`src/rtl/core_pkg.sv`:
```
// Shared definitions for the instruction sequencer: FSM state encoding and
// default parameter values used by the top level and the register banks.
package core_pkg;

    localparam int XLEN_DEF      = 32;
    localparam int REG_COUNT_DEF = 32;
    localparam int SRC_PORTS_DEF = 3;
    localparam int RESET_PC_DEF  = 0;

    typedef enum logic [2:0] {
        ST_IDLE   = 3'd0,
        ST_FETCH  = 3'd1,
        ST_DECODE = 3'd2,
        ST_EXEC   = 3'd3,
        ST_WB     = 3'd4,
        ST_HALT   = 3'd5
    } state_e;

    // True for the states in which the sequencer is waiting on an external handshake.
    function automatic logic is_handshake_state(state_e st);
        return (st == ST_FETCH) || (st == ST_EXEC);
    endfunction

endpackage

```
`src/rtl/reg_bank.sv`:
```
// Multi-read, single-write register bank. Reads are combinational; the write
// lands on the rising edge. With ZERO_R0 set, entry 0 is hardwired to zero.
module reg_bank
    import core_pkg::*;
#(
    parameter int XLEN      = XLEN_DEF,
    parameter int REG_COUNT = REG_COUNT_DEF,
    parameter int SRC_PORTS = SRC_PORTS_DEF,
    parameter bit ZERO_R0   = 1'b0
) (
    input  logic                                   clk,
    input  logic                                   rst_ni,
    input  logic                                   wr_en_i,
    input  logic [$clog2(REG_COUNT)-1:0]           wr_idx_i,
    input  logic [XLEN-1:0]                        wr_data_i,
    input  logic [SRC_PORTS*$clog2(REG_COUNT)-1:0] rd_idx_i,
    output logic [SRC_PORTS*XLEN-1:0]              rd_data_o
);

    localparam int IDX_W = $clog2(REG_COUNT);

    logic [XLEN-1:0] regs_q [REG_COUNT];
    logic            wr_blocked;

    // A write to entry 0 of a zero-register bank is discarded.
    assign wr_blocked = ZERO_R0 && (wr_idx_i == '0);

    // Register storage: cleared by reset, one write port.
    always_ff @(posedge clk or negedge rst_ni) begin
        if (!rst_ni) begin
            for (int i = 0; i < REG_COUNT; i++) begin
                regs_q[i] <= '0;
            end
        end else if (wr_en_i && !wr_blocked) begin
            regs_q[wr_idx_i] <= wr_data_i;
        end
    end

    // Read ports: plain array reads, no bypass from the write port.
    always_comb begin
        rd_data_o = '0;
        for (int p = 0; p < SRC_PORTS; p++) begin
            if (ZERO_R0 && (rd_idx_i[p*IDX_W +: IDX_W] == '0)) begin
                rd_data_o[p*XLEN +: XLEN] = '0;
            end else begin
                rd_data_o[p*XLEN +: XLEN] = regs_q[rd_idx_i[p*IDX_W +: IDX_W]];
            end
        end
    end

endmodule

```
`src/rtl/core_sequencer.sv`:
```
// Instruction sequencer: walks each instruction through fetch, decode,
// execute and writeback using handshakes with an external memory/decoder/ALU,
// owns the general and float register banks, and supports halt, single-step
// and trap-to-halt with resume.
module core_sequencer
    import core_pkg::*;
#(
    parameter int               XLEN      = XLEN_DEF,
    parameter int               REG_COUNT = REG_COUNT_DEF,
    parameter int               SRC_PORTS = SRC_PORTS_DEF,
    parameter logic [XLEN-1:0]  RESET_PC  = XLEN'(RESET_PC_DEF)
) (
    input  logic                                   clk,
    input  logic                                   reset,
    output logic                                   fetch_req,
    input  logic                                   fetch_done,
    input  logic [XLEN-1:0]                        instruction,
    output logic [XLEN-1:0]                        pc,
    output logic [XLEN-1:0]                        ir,
    input  logic [SRC_PORTS*$clog2(REG_COUNT)-1:0] dec_src,
    input  logic [$clog2(REG_COUNT)-1:0]           dec_dst,
    input  logic                                   dec_wr_gen,
    input  logic                                   dec_wr_flt,
    output logic                                   exec_req,
    input  logic                                   exec_done,
    input  logic                                   exec_trap,
    input  logic [XLEN-1:0]                        exec_result,
    input  logic [XLEN-1:0]                        exec_next_pc,
    output logic [SRC_PORTS*XLEN-1:0]              gen_src,
    output logic [SRC_PORTS*XLEN-1:0]              flt_src,
    input  logic                                   halt_req,
    input  logic                                   step_en,
    input  logic                                   resume,
    output logic                                   halted,
    output logic                                   trapped,
    output logic [XLEN-1:0]                        trap_pc,
    output logic [XLEN-1:0]                        retired
);

    localparam int              IDX_W      = $clog2(REG_COUNT);
    localparam logic [XLEN-1:0] ALIGN_MASK = ~XLEN'(3);

    // Control state
    state_e            state_q;
    logic [XLEN-1:0]   pc_q;
    logic [XLEN-1:0]   ir_q;
    logic              trapped_q;
    logic [XLEN-1:0]   trap_pc_q;
    logic [XLEN-1:0]   retired_q;
    logic              fetch_req_q;
    logic              exec_req_q;
    logic              halted_q;

    // Decoded fields and execution results held for later stages
    logic [SRC_PORTS*IDX_W-1:0] src_q;
    logic [IDX_W-1:0]           dst_q;
    logic                       wr_gen_q;
    logic                       wr_flt_q;
    logic [XLEN-1:0]            result_q;
    logic [XLEN-1:0]            next_pc_q;

    // Values committed when leaving WB
    logic [XLEN-1:0] pc_d;
    logic [XLEN-1:0] retired_d;
    logic            stop_d;
    logic            gen_we;
    logic            flt_we;
    logic            in_handshake;

    assign pc_d      = next_pc_q & ALIGN_MASK;
    assign retired_d = retired_q + XLEN'(1);
    assign stop_d    = halt_req || step_en;

    // Bank writes happen only during the single WB cycle.
    assign gen_we = (state_q == ST_WB) && wr_gen_q && (dst_q != '0);
    assign flt_we = (state_q == ST_WB) && wr_flt_q;

    // Handshake requests are registered copies of the state; kept for readability in waves.
    assign in_handshake = is_handshake_state(state_q);

    // Sequencer FSM with registered handshake and status outputs.
    always_ff @(posedge clk or negedge reset) begin
        if (!reset) begin
            state_q     <= ST_IDLE;
            pc_q        <= RESET_PC;
            ir_q        <= '0;
            trapped_q   <= 1'b0;
            trap_pc_q   <= '0;
            retired_q   <= '0;
            fetch_req_q <= 1'b0;
            exec_req_q  <= 1'b0;
            halted_q    <= 1'b0;
        end else begin
            case (state_q)
                ST_IDLE: begin
                    state_q     <= ST_FETCH;
                    fetch_req_q <= 1'b1;
                end
                ST_FETCH: begin
                    if (fetch_done) begin
                        ir_q        <= instruction;
                        fetch_req_q <= 1'b0;
                        state_q     <= ST_DECODE;
                    end
                end
                ST_DECODE: begin
                    exec_req_q <= 1'b1;
                    state_q    <= ST_EXEC;
                end
                ST_EXEC: begin
                    if (exec_done) begin
                        exec_req_q <= 1'b0;
                        if (exec_trap) begin
                            // Faulting instruction: park in HALT with the PC of the fault.
                            trap_pc_q <= pc_q;
                            trapped_q <= 1'b1;
                            halted_q  <= 1'b1;
                            state_q   <= ST_HALT;
                        end else begin
                            state_q <= ST_WB;
                        end
                    end
                end
                ST_WB: begin
                    pc_q      <= pc_d;
                    retired_q <= retired_d;
                    if (stop_d) begin
                        halted_q <= 1'b1;
                        state_q  <= ST_HALT;
                    end else begin
                        fetch_req_q <= 1'b1;
                        state_q     <= ST_FETCH;
                    end
                end
                ST_HALT: begin
                    if (resume) begin
                        trapped_q   <= 1'b0;
                        halted_q    <= 1'b0;
                        fetch_req_q <= 1'b1;
                        state_q     <= ST_FETCH;
                    end
                end
                default: begin
                    fetch_req_q <= 1'b0;
                    exec_req_q  <= 1'b0;
                    halted_q    <= 1'b0;
                    state_q     <= ST_IDLE;
                end
            endcase
        end
    end

    // Capture decoder fields in DECODE and execution results on a clean exec_done.
    always_ff @(posedge clk) begin
        if (state_q == ST_DECODE) begin
            src_q    <= dec_src;
            dst_q    <= dec_dst;
            wr_gen_q <= dec_wr_gen;
            wr_flt_q <= dec_wr_flt;
        end
        if ((state_q == ST_EXEC) && exec_done && !exec_trap) begin
            result_q  <= exec_result;
            next_pc_q <= exec_next_pc;
        end
    end

    reg_bank #(
        .XLEN      (XLEN),
        .REG_COUNT (REG_COUNT),
        .SRC_PORTS (SRC_PORTS),
        .ZERO_R0   (1'b1)
    ) u_gen_bank (
        .clk       (clk),
        .rst_ni    (reset),
        .wr_en_i   (gen_we),
        .wr_idx_i  (dst_q),
        .wr_data_i (result_q),
        .rd_idx_i  (src_q),
        .rd_data_o (gen_src)
    );

    reg_bank #(
        .XLEN      (XLEN),
        .REG_COUNT (REG_COUNT),
        .SRC_PORTS (SRC_PORTS),
        .ZERO_R0   (1'b0)
    ) u_flt_bank (
        .clk       (clk),
        .rst_ni    (reset),
        .wr_en_i   (flt_we),
        .wr_idx_i  (dst_q),
        .wr_data_i (result_q),
        .rd_idx_i  (src_q),
        .rd_data_o (flt_src)
    );

    assign fetch_req = fetch_req_q;
    assign exec_req  = exec_req_q;
    assign pc        = pc_q;
    assign ir        = ir_q;
    assign halted    = halted_q;
    assign trapped   = trapped_q;
    assign trap_pc   = trap_pc_q;
    assign retired   = retired_q;

    // A registered request must never be raised outside its handshake state.
    always_ff @(posedge clk) begin
        if (reset && (fetch_req_q || exec_req_q)) begin
            assert (in_handshake) else $error("request raised outside FETCH/EXEC");
        end
    end

endmodule

```
`config.mk`:
```
export PLATFORM = sky130hd
export DESIGN_NAME = core_sequencer
export DESIGN_NICKNAME = d
export VERILOG_FILES = /design/src/rtl/core_pkg.sv /design/src/rtl/reg_bank.sv /design/src/rtl/core_sequencer.sv
export SDC_FILE = /design/constraint.sdc
export NUM_CORES = 2
export LEC_CHECK = 0
export ABC_AREA = 0
export CORE_UTILIZATION = 60
export DETAILED_ROUTE_END_ITERATION = 16
export PLACE_DENSITY = 0.85
export SLEW_MARGIN = 10
export SYNTH_ARGS = -nofsm -noshare
export SYNTH_HDL_FRONTEND = slang
export SYNTH_SLANG_ARGS = --single-unit
export TNS_END_PERCENT = 1
```
`constraint.sdc`:
```
create_clock -name clk -period 4.7 [get_ports clk]
set_clock_uncertainty 0.15 [all_clocks]
set_input_delay 0.94 -clock clk [delete_from_list [all_inputs] [get_ports clk]]
set_output_delay 0.94 -clock clk [all_outputs]
set_load 0.05 [all_outputs]
```
==> flow_summary.ini <==
[run_status]
outcome = complete, but fails checks
violations = setup timing

[grt]
grt_pass1_wl_mm = 651.1
grt_start_max_net_pins = 139
gr-total-overflow = 0
grt_pass1_vias = 93870
grt_use_total = 0.4066
antenna_found_initial = 13

[hold_path]
hp-class = flop to flop
hold_start = u_gen_bank.regs_q[1016]$_DFFE_PN0P_

[critical_path]
crit_type = flop to output port
worstReg2RegStart = state_q[2]$_DFFE_PN0P_
worstPathMaxFanout = 7
cp_cell_sequence = nor2_4 -> o21a_1 -> nand2_1 -> a32oi_1 -> buf_12
path_delay_family = compound AO/OA/AOI/OAI gates
worstSetupStartpointType = flop
crit_slowest_cell = edfxtp_1
worstPathArrival_ns = 3.79
worstSetupEndpointType = output port
path_buf_inv = 1
max_stage_delay_ns = 0.76
worstPathRequired_ns = 3.61
crit_start = src_q[14]$_DFFE_PP_

[place]
hpwlAfterDp_mm = 266.3
portBuffers = 443
dp_cells = 10900
place_congestion = 0.9420

[cells_and_area]
layout_commonest_cell = mux2_2
stdcell_count = 11420
fill_cells = 13100
drive_gt1_frac = 0.6008
final_nets = 8474
area_growth_pct = 14.76
most-common-layout-cells = mux2_2, dfrtp_1, mux4_2

[die]
pin_count = 450
fp.dieW_um = 471.3
fp.coreArea_mm2 = 0.2180
start_util = 0.6060
die_area_mm2 = 0.2221
die_y_um = 471.3
num_rows = 171

[timing]
timing.final.hold_violations = 0
worst_slack_ns = -0.1766
fmax_ghz = 0.2051
slew_violations = 0
timing.final.crit_share = 1.038
relSlewSlack = 0.1340
rsz0062_at_grt = yes
period_needed_ns = 4.877
setup_viol = 68
worst_pin_slew_ns = 1.294

[yosys]
synth_area_mm2 = 0.1321
synth-seq-cells = 2263
synthArstFlopShare = 0.9629
yosys_warnings = 0
synth_flop_cell = dfrtp_1
synth_area_leaders = dfrtp_1, mux4_2, mux2_2, mux2i_1, edfxtp_1
yosys.cell_types.count = 63
synthCells = 8144
synth_edf_count = 84
synth_top_area_share = 0.4127
syn_area_per_cell_um2 = 16.22
synth_top_cell_by_area = dfrtp_1
yosysSeqAreaShare = 0.4318

[drt]
drt_pass1_iterations = 9
via_count = 89860
drt_iter0_drc = 13550
via_per_inst = 7.871
ant_nets = 0
drc = 0
wirelength_mm = 448.1
wl_per_cell_um = 39.25

[clocking]
worstSkewPairLatency_ns = 0.93
htreeDepth = 4
cts_buffers = 237
clkTransAtPathRegs_ns = 0.06
cts_root_buffer = clkbuf_16
cts.sinks = 2263
cts_tree = yes
cts_buffer_depth = 3

[power]
pwr-share-clk = 0.344
leakage_nw = 68.07
intPower_w = 0.03990
p_seq_frac = 0.388
total_power_w = 0.05882
p_per_area_mw_per_mm2 = 387.9
p_switching_w = 0.01892
netSwitchingFraction = 0.3216
ir_drop_mv = 0.5433
combPwrFrac = 0.268

[flow_run]
max_cap_viol_count = 0
power by group through the flow:
| stage | Clock [W] | Sequential [W] | Combinational, W |
|---|---|---|---|
| finish | 0.0202 | 0.0228 | 0.0158 |
| global route | 0.0210 | 0.0230 | 0.0161 |
| CTS | 0.0202 | 0.0227 | 0.0153 |
| detailed placement | 0 | 0.0231 | 0.0148 |
| global placement | 0 | 0.0229 | 0.0146 |
| floorplan | 0 | 0.0239 | 0.00842 |
sequential cells by signal, indices dropped and copies added, names as in the netlist:
name,count
u_flt_bank.regs_q,1024
u_gen_bank.regs_q,1024
ir,32
result_q,32
retired,32
next_pc_q,30
pc,30
trap_pc,30
src_q,15
dst_q,5
state_q,3
exec_req,1
fetch_req,1
halted,1
trapped,1
wr_flt_q,1
wr_gen_q,1
worst register-to-register path, delay by kind of cell, from the launching register on:
kind / cells / cell delay (ns)
AND/OR/NAND/NOR: 3 / 1.16
buffers and inverters: 3 / 1.24
flip-flops: 1 / 0.65
multiplexers: 1 / 0.41
cells by family after synthesis:
| family | after synthesis | synth area share |
|---|---|---|
| adder cells (fa/ha/maj) | 1 | 0.00009469 |
| AND/OR/NAND/NOR | 289 | 0.01082 |
| buffers and inverters | 975 | 0.03218 |
| AO/OA/AOI/OAI | 329 | 0.01809 |
| multiplexers | 4255 | 0.5049 |
| XOR/XNOR | 31 | 0.002055 |
| other | 1 | 0.00002838 |
| flip-flops | 2263 | 0.4318 |
metal layers:
layer / track usage / vias to the layer above / part of all wire
li1: - / 33110 / -
met1: 0.5037 / 47070 / 0.33
met2: 0.5854 / 7740 / 0.44
met3: 0.1533 / 1923 / 0.14
met4: 0.3011 / 16 / 0.083
met5: 0 / - / 0.00046
synthesized netlist by cell type, drive strengths merged, types with 13 or more instances:
| cell type | n |
|---|---|
| mux2i | 324 |
| xnor2 | 25 |
| a21o | 86 |
| o221ai | 15 |
| dfrtp | 2179 |
| o22ai | 136 |
| or2 | 14 |
| nand3 | 15 |
| clkbuf | 457 |
| nand2 | 123 |
| mux2 | 2226 |
| buf | 506 |
| nor2 | 30 |
| nand2b | 13 |
| mux4 | 1705 |
| a221oi | 16 |
| nand4 | 17 |
| edfxtp | 84 |
| o22a | 15 |
| nor2b | 21 |
| nor3 | 14 |
| a221o | 14 |
worst paths after layout:
check                                                           end  slack, ns  cells after the start
min in group asynchronous        u_flt_bank.regs_q[556]$_DFFE_PN0P_       0.51                      2
worst max-delay path                                    gen_src[65]      -0.18                      5
worst min register to register  u_gen_bank.regs_q[1016]$_DFFE_PN0P_       0.25                      0
worst min-delay path            u_gen_bank.regs_q[1016]$_DFFE_PN0P_       0.25                      0
worst max register to register    u_flt_bank.regs_q[15]$_DFFE_PN0P_       0.98                      7
max in group asynchronous        u_gen_bank.regs_q[402]$_DFFE_PN0P_       2.36                      4
stage by stage:
step                setup slack [ns]  cell area (um^2)  TNS [ns]  hold WS [ns]  utilization
floorplan                     0.1291            132100         0        0.2913            -
finish                       -0.1766            151600    -2.779        0.2500       0.6954
detailed placement            0.5329            141000         0        0.2366       0.6468
global route                 -0.1402            151600    -4.628        0.2679       0.6954
global placement              0.5172            141000         0        0.2278       0.6467
CTS                          -0.1351            150800    -3.032        0.2521       0.6919
repair_timing:
item | in CTS | in global routing
resized for setup | 195 | 97
cloned | 13 | 5
endpoints found under the setup margin | 168 | 117
hold buffers | 1 | 0
setup buffers | 16 | 22
pin swaps | 12 | 8
hold endpoints to repair | 37 | 0
final cells by class:
type	instances	area (um^2)	area share
clock buffers	340	6935	0.04574
well taps	2854	3571	0.02355
clock inverters	106	1416	0.009341
repair buffers	924	10970	0.07234
diodes	9	22.52	0.0001485
flip-flops and latches	2263	57050	0.3763
inverters	12	53.80	0.0003548
multi-input cells	4909	71600	0.4723
(Power assumes the default switching activity.)
